<file path="config.mk">
export PLATFORM = sky130hd
export DESIGN_NAME = mental_sum_engine
export DESIGN_NICKNAME = d
export VERILOG_FILES = /design/src/rtl/mental_sum_engine.sv
export SDC_FILE = /design/constraint.sdc
export NUM_CORES = 1
export LEC_CHECK = 0
export CAP_MARGIN = 5
export CORE_MARGIN = 5
export CORE_UTILIZATION = 55
export DETAILED_ROUTE_END_ITERATION = 8
export PLACE_DENSITY = 0.86
export SETUP_SLACK_MARGIN = 0.3
export SYNTH_ARGS = -nofsm -noshare
export SYNTH_HDL_FRONTEND = slang
export SYNTH_SLANG_ARGS = --single-unit
</file>
<file path="constraint.sdc">
create_clock -name clk -period 5.7 [get_ports clk]
set_input_delay 1.71 -clock clk [delete_from_list [all_inputs] [get_ports clk]]
set_output_delay 1.71 -clock clk [all_outputs]
set_load 0.02 [all_outputs]
</file>
<file path="src/rtl/mental_sum_engine.sv">
// Mental-arithmetic game: shows LFSR-drawn operands one at a time, then
// grades the player's answer against the running sum modulo MOD.
module mental_sum_engine #(
    parameter int NUM_W     = 5,
    parameter int MAX_TERMS = 8,
    parameter int TERM_CYC  = 10,
    parameter int ANS_CYC   = 40,
    parameter int RES_CYC   = 10,
    parameter int MOD       = 100,
    parameter int SCORE_W   = 3
) (
    input  logic               clk,
    input  logic               rst,
    input  logic               start,
    input  logic [3:0]         n_terms,
    input  logic [7:0]         seed,
    input  logic [7:0]         answer,
    input  logic               answer_valid,
    output logic               busy,
    output logic [7:0]         disp_value,
    output logic [3:0]         bcd_tens,
    output logic [3:0]         bcd_units,
    output logic               correct,
    output logic               wrong,
    output logic               timeout,
    output logic [SCORE_W-1:0] score
);
    localparam int ACC_W = NUM_W + 4;
    localparam int CNT_W = 16;

    typedef enum logic [2:0] {IDLE, SHOW, GAP, WAIT_ANS, RESULT} state_t;

    state_t             r_state;
    logic [7:0]         r_lfsr;
    logic [ACC_W-1:0]   r_acc;
    logic [CNT_W-1:0]   r_cnt;
    logic [3:0]         r_idx;
    logic [3:0]         r_nterms;
    logic [7:0]         r_disp;
    logic               r_correct, r_wrong, r_timeout;
    logic [SCORE_W-1:0] r_score;

    logic [7:0] w_lfsr_nxt;
    logic [7:0] w_mod;
    logic [3:0] w_nclamp;
    logic [7:0] w_clip;

    assign w_lfsr_nxt = {r_lfsr[6:0], r_lfsr[7] ^ r_lfsr[5] ^ r_lfsr[4] ^ r_lfsr[3]};
    assign w_mod      = 8'(r_acc % ACC_W'(MOD));
    assign w_nclamp   = (n_terms == 4'd0) ? 4'd1 :
                        (n_terms > 4'(MAX_TERMS)) ? 4'(MAX_TERMS) : n_terms;

    always_ff @(posedge clk or posedge rst) begin
        if (rst) begin
            r_state   <= IDLE;
            r_lfsr    <= 8'h01;
            r_acc     <= '0;
            r_cnt     <= '0;
            r_idx     <= '0;
            r_nterms  <= '0;
            r_disp    <= '0;
            r_correct <= 1'b0;
            r_wrong   <= 1'b0;
            r_timeout <= 1'b0;
            r_score   <= '0;
        end else begin
            r_lfsr    <= w_lfsr_nxt;
            r_correct <= 1'b0;
            r_wrong   <= 1'b0;
            r_timeout <= 1'b0;
            case (r_state)
                IDLE: begin
                    if (start) begin
                        r_lfsr   <= (seed == 8'h00) ? 8'h01 : seed;
                        r_nterms <= w_nclamp;
                        r_idx    <= '0;
                        r_acc    <= '0;
                        r_cnt    <= '0;
                        r_state  <= SHOW;
                    end
                end
                SHOW: begin
                    // Operand is latched on the first SHOW clock from the freshly stepped LFSR.
                    if (r_cnt == '0) begin
                        r_disp <= 8'(w_lfsr_nxt[NUM_W-1:0]);
                        r_acc  <= r_acc + ACC_W'(w_lfsr_nxt[NUM_W-1:0]);
                    end
                    if (r_cnt == CNT_W'(TERM_CYC - 1)) begin
                        r_cnt   <= '0;
                        r_disp  <= '0;
                        r_state <= GAP;
                    end else begin
                        r_cnt <= r_cnt + 1'b1;
                    end
                end
                GAP: begin
                    r_cnt <= '0;
                    if (r_idx < r_nterms - 4'd1) begin
                        r_idx   <= r_idx + 4'd1;
                        r_state <= SHOW;
                    end else begin
                        r_state <= WAIT_ANS;
                    end
                end
                WAIT_ANS: begin
                    r_disp <= answer;
                    // An answer on the last allowed clock beats the timeout.
                    if (answer_valid) begin
                        if (answer == w_mod) begin
                            r_correct <= 1'b1;
                            if (r_score != {SCORE_W{1'b1}}) r_score <= r_score + 1'b1;
                        end else begin
                            r_wrong <= 1'b1;
                        end
                        r_disp  <= w_mod;
                        r_cnt   <= '0;
                        r_state <= RESULT;
                    end else if (r_cnt == CNT_W'(ANS_CYC - 1)) begin
                        r_timeout <= 1'b1;
                        r_disp    <= w_mod;
                        r_cnt     <= '0;
                        r_state   <= RESULT;
                    end else begin
                        r_cnt <= r_cnt + 1'b1;
                    end
                end
                RESULT: begin
                    r_disp <= w_mod;
                    if (r_cnt == CNT_W'(RES_CYC - 1)) begin
                        r_cnt   <= '0;
                        r_disp  <= '0;
                        r_state <= IDLE;
                    end else begin
                        r_cnt <= r_cnt + 1'b1;
                    end
                end
                default: r_state <= IDLE;
            endcase
        end
    end

    assign busy       = (r_state != IDLE);
    assign disp_value = r_disp;
    assign correct    = r_correct;
    assign wrong      = r_wrong;
    assign timeout    = r_timeout;
    assign score      = r_score;

    assign w_clip    = (r_disp > 8'd99) ? 8'd99 : r_disp;
    assign bcd_tens  = 4'(w_clip / 8'd10);
    assign bcd_units = 4'(w_clip % 8'd10);
endmodule

</file>
==> key figures <==
Clock network
  – CTS tree: yes
  – Hold Buf Count CTS: 0
  – Sink Count: 58
  – CTS clk-pin slew, worst paths: roughly 0.070 ns
  – Setup Fix Bufs, Post-CTS: 0
  – Worst-skew pair later-pin latency: around 0.35 ns
  – H-Tree Level Count: 3
  – CTS max path bufs: 2
  – Clock Tree Root: clkbuf_8
  – Number of gates resized after CTS: 0
  – Total CTS buffers: 9

Critical path
  – Cell family with most CP delay: compound AO/OA/AOI/OAI gates
  – Arr. time, crit path: roughly 3.0 ns
  – Crit path required time: ~4.0 ns
  – CP bufs+invs: 1
  – Slowest CP cell: clkdlybuf4s50_1
  – Cells along the critical path: nor2b_1 > o21ai_0 > o21a_1 > o31a_1 > o21ai_1 > xnor2_1 > o21ai_0 > o21ai_0 > clkdlybuf4s50_1
  – Crit-path most repeated cell: o21ai_0
  – Worst setup path category: reg2out
  – Worst stage delay on the critical path: 0.64 ns
  – Setup crit start kind: flip-flop
  – CP Capture Type: primary output
  – Maximum fanout along the worst path: 12

Floorplan
  – Width of the chip: 95.8 um
  – # IOs: 47
  – Die footprint: 9180 sq um
  – Effective utilization at floorplan: 56.1%
  – Core area: 7210 sq um
  – Vert. Die Dim: about 96 um
  – FP Rows: 31

Routing
  – DR WL met2: 4710 um
  – Vias: 3,760
  – Wire per inst: 15.2 um
  – WL met3: 544 um
  – DRC: 0
  – Final antenna-violating net count: 0
  – Drt pass-1 iters: 5
  – DR iter-0 viols: 287
  – Post-route met1 wirelength: 4250 um
  – DR vias/cell: about 6
  – Highest metal used: met4
  – WL final: 9680 um

STA
  – Setup TNS Final: 0 ns
  – Min cycle time layout: approximately 4.7 ns
  – Final Hold Viols: 0
  – Peak Freq: 0.211 GHz
  – Tcrit/Tclk final: 83.1%
  – Worst relative slew slack: approximately half
  – WHS: roughly 0.46 ns
  – RSZ-0062 raised after global routing: false
  – Worst-margin pin slew: 0.767 ns
  – Clock skew: 0.0110 ns
  – Pins over their slew limit: 0
  – Count of final setup violators: 0

Synthesis
  – Syn. warnings: 0
  – Syn Std Cell Area: between 4000 and 5000 sq um
  – Number of enable flip-flop cells after synthesis: 0
  – Post-synth cell types: 66
  – Mapped Nets: between 500 and 600
  – Top cells by area, synth: dfrtp_1 35%, nand2_1 7.0%, o21ai_0 5.6%
  – Number of synthesized register bits: 58
  – Main synth FF type: dfrtp_1
  – Biggest area consumer among synthesized cells: dfrtp_1
  – Sequential area share after synthesis: 35.9%
  – Mapped Cells: 495
  – Avg Inst Size Synth: 8.18 sq um
  – Fraction of registers with async set/reset: 100%
  – Synth top area share: 35.2%

Cells and area
  – Diode count: 0
  – Fin nets: 574
  – Commonest non-fill, non-tap cells in the layout: 75 x nand2_1, 57 x dfrtp_1, 46 x clkdlybuf4s50_1, 45 x nor2_1, 45 x o21ai_0
  – Area grow syn2layout: 18.3%
  – Most common cell after layout, fill and taps aside: nand2_1
  – Layout fillers: 595
  – Layout cell share with drive strength beyond 1: 4.83%
  – Final Core Density: ~66%

Pwr
  – Peak VDD IR: 0.000244 V
  – PwrDens: 465 nW/um^2
  – Cell leakage power: roughly 2.1 nW

Placement
  – Detailed Place HPWL: 6980 um
  – Routability cong.: 0.909
  – Port bufs: 46

GRT
  – All-Layer GR Usage: a little under a quarter
  – Largest net degree at the start of global routing: between 50 and 60
  – Total grt overflow: 0
  – Vias in the first global route: 3,578
  – First-pass GRT wire length: 16,500 um
  – Initial antenna violation count: 0

Run
  – MaxCap Viol Count: 0

Status
  – Status: completed

Min path
  – Worst Hold Class: reg2reg
==> cell usage after synthesis (2+ instances only) <==
cell type and instances:
a211oi_1 2, a21o_1 3, a21oi_1 27, a221oi_1 2, a222oi_1 2, a22oi_1 2, a31oi_1 5, a32oi_1 4
and2_1 6, and3_1 5, and3b_1 2, buf_2 5, buf_4 2, clkbuf_1 13, dfrtp_1 57, ha_1 16
inv_1 19, mux2_1 2, mux2i_1 5, nand2_1 75, nand2b_1 6, nand3_1 13, nand3b_1 2, nand4_1 5
nor2_1 45, nor2b_1 10, nor3_1 17, nor3b_1 2, nor4_1 8, o2111ai_1 2, o211a_1 3, o211ai_1 4
o21a_1 7, o21ai_0 45, o21ai_1 3, o21bai_1 3, o31a_1 2, o31ai_1 3, or3_1 8, xnor2_1 18
xor2_1 10
==> flip-flops by register name, indices dropped and copies added, names as in the netlist, 3 cells and up <==
| register | flops |
|---|---|
| r_cnt | 16 |
| r_acc | 9 |
| disp_value | 8 |
| r_lfsr | 8 |
| r_idx | 4 |
| r_nterms | 4 |
| r_state | 3 |
| score | 3 |
==> cell type report <==
cell class              instances  area [sq um]  area share (%)
clock buffers                  11           131            2.74
clock inverters                 5           103            2.14
inverters                      20          77.6            1.62
multi-input cells             396          2430            50.7
flip-flops and latches         58          1450            30.3
well taps                      99           124            2.59
repair buffers                 48           475            9.93
==> report_power, final <==
group	leakage (nW)	switching [W]	internal [W]
clock network	0.114	0.000167	0.000290
logic	1.19	0.000615	0.000495
registers	0.766	0.000152	0.000506
==> stage by stage <==
step | worst slack (ns) | power (W) | cells | instance area, sq um
3_5_place_dp | 1.36 | 0.00177 | 621 | 4560
3_3_place_gp | 1.47 | 0.00171 | 621 | 4560
5_1_grt | 0.789 | 0.00240 | 637 | 4790
2_1_floorplan | 1.56 | 0.00141 | 495 | 4050
6_report | 0.965 | 0.00222 | 637 | 4790
4_1_cts | 0.983 | 0.00223 | 637 | 4790
==> tightest hold or removal path, stage by stage (launching register included) <==
cell and delay [ns]:
dfrtp_1 0.32, nand2_1 0.04, nand2_1 0.06
==> routing by layer <==
layer / vias up / track usage [%]
li1: 1844 / -
met1: 1774 / 29.3
met2: 126 / 37.7
met3: 16 / 4.38
met4: 0 / 8.06
met5: - / 0
==> final timing paths <==
path,startpoint,slack [ns],cells past startpoint,endpoint
min in group asynchronous,rst,1.88,3,score[0]
max in group asynchronous,rst,3.31,3,r_acc[8]
max reg2reg,r_acc[7],2.40,8,score[1]
min,r_lfsr[6],0.46,2,r_lfsr[7]
max,disp_value[5],0.97,9,bcd_units[3]
min reg2reg,r_lfsr[6],0.46,2,r_lfsr[7]
==> logic make-up after synthesis <==
family                   after synthesis  synth area share, %
XOR/XNOR                              29                 6.64
AND/OR/NAND/NOR                      211                 25.0
buffers and inverters                 41                 4.20
flip-flops                            58                 35.9
multiplexers                           8                 2.07
adder cells (fa/ha/maj)               17                 5.44
AO/OA/AOI/OAI                        131                 20.8
(Power assumes the default switching activity.)
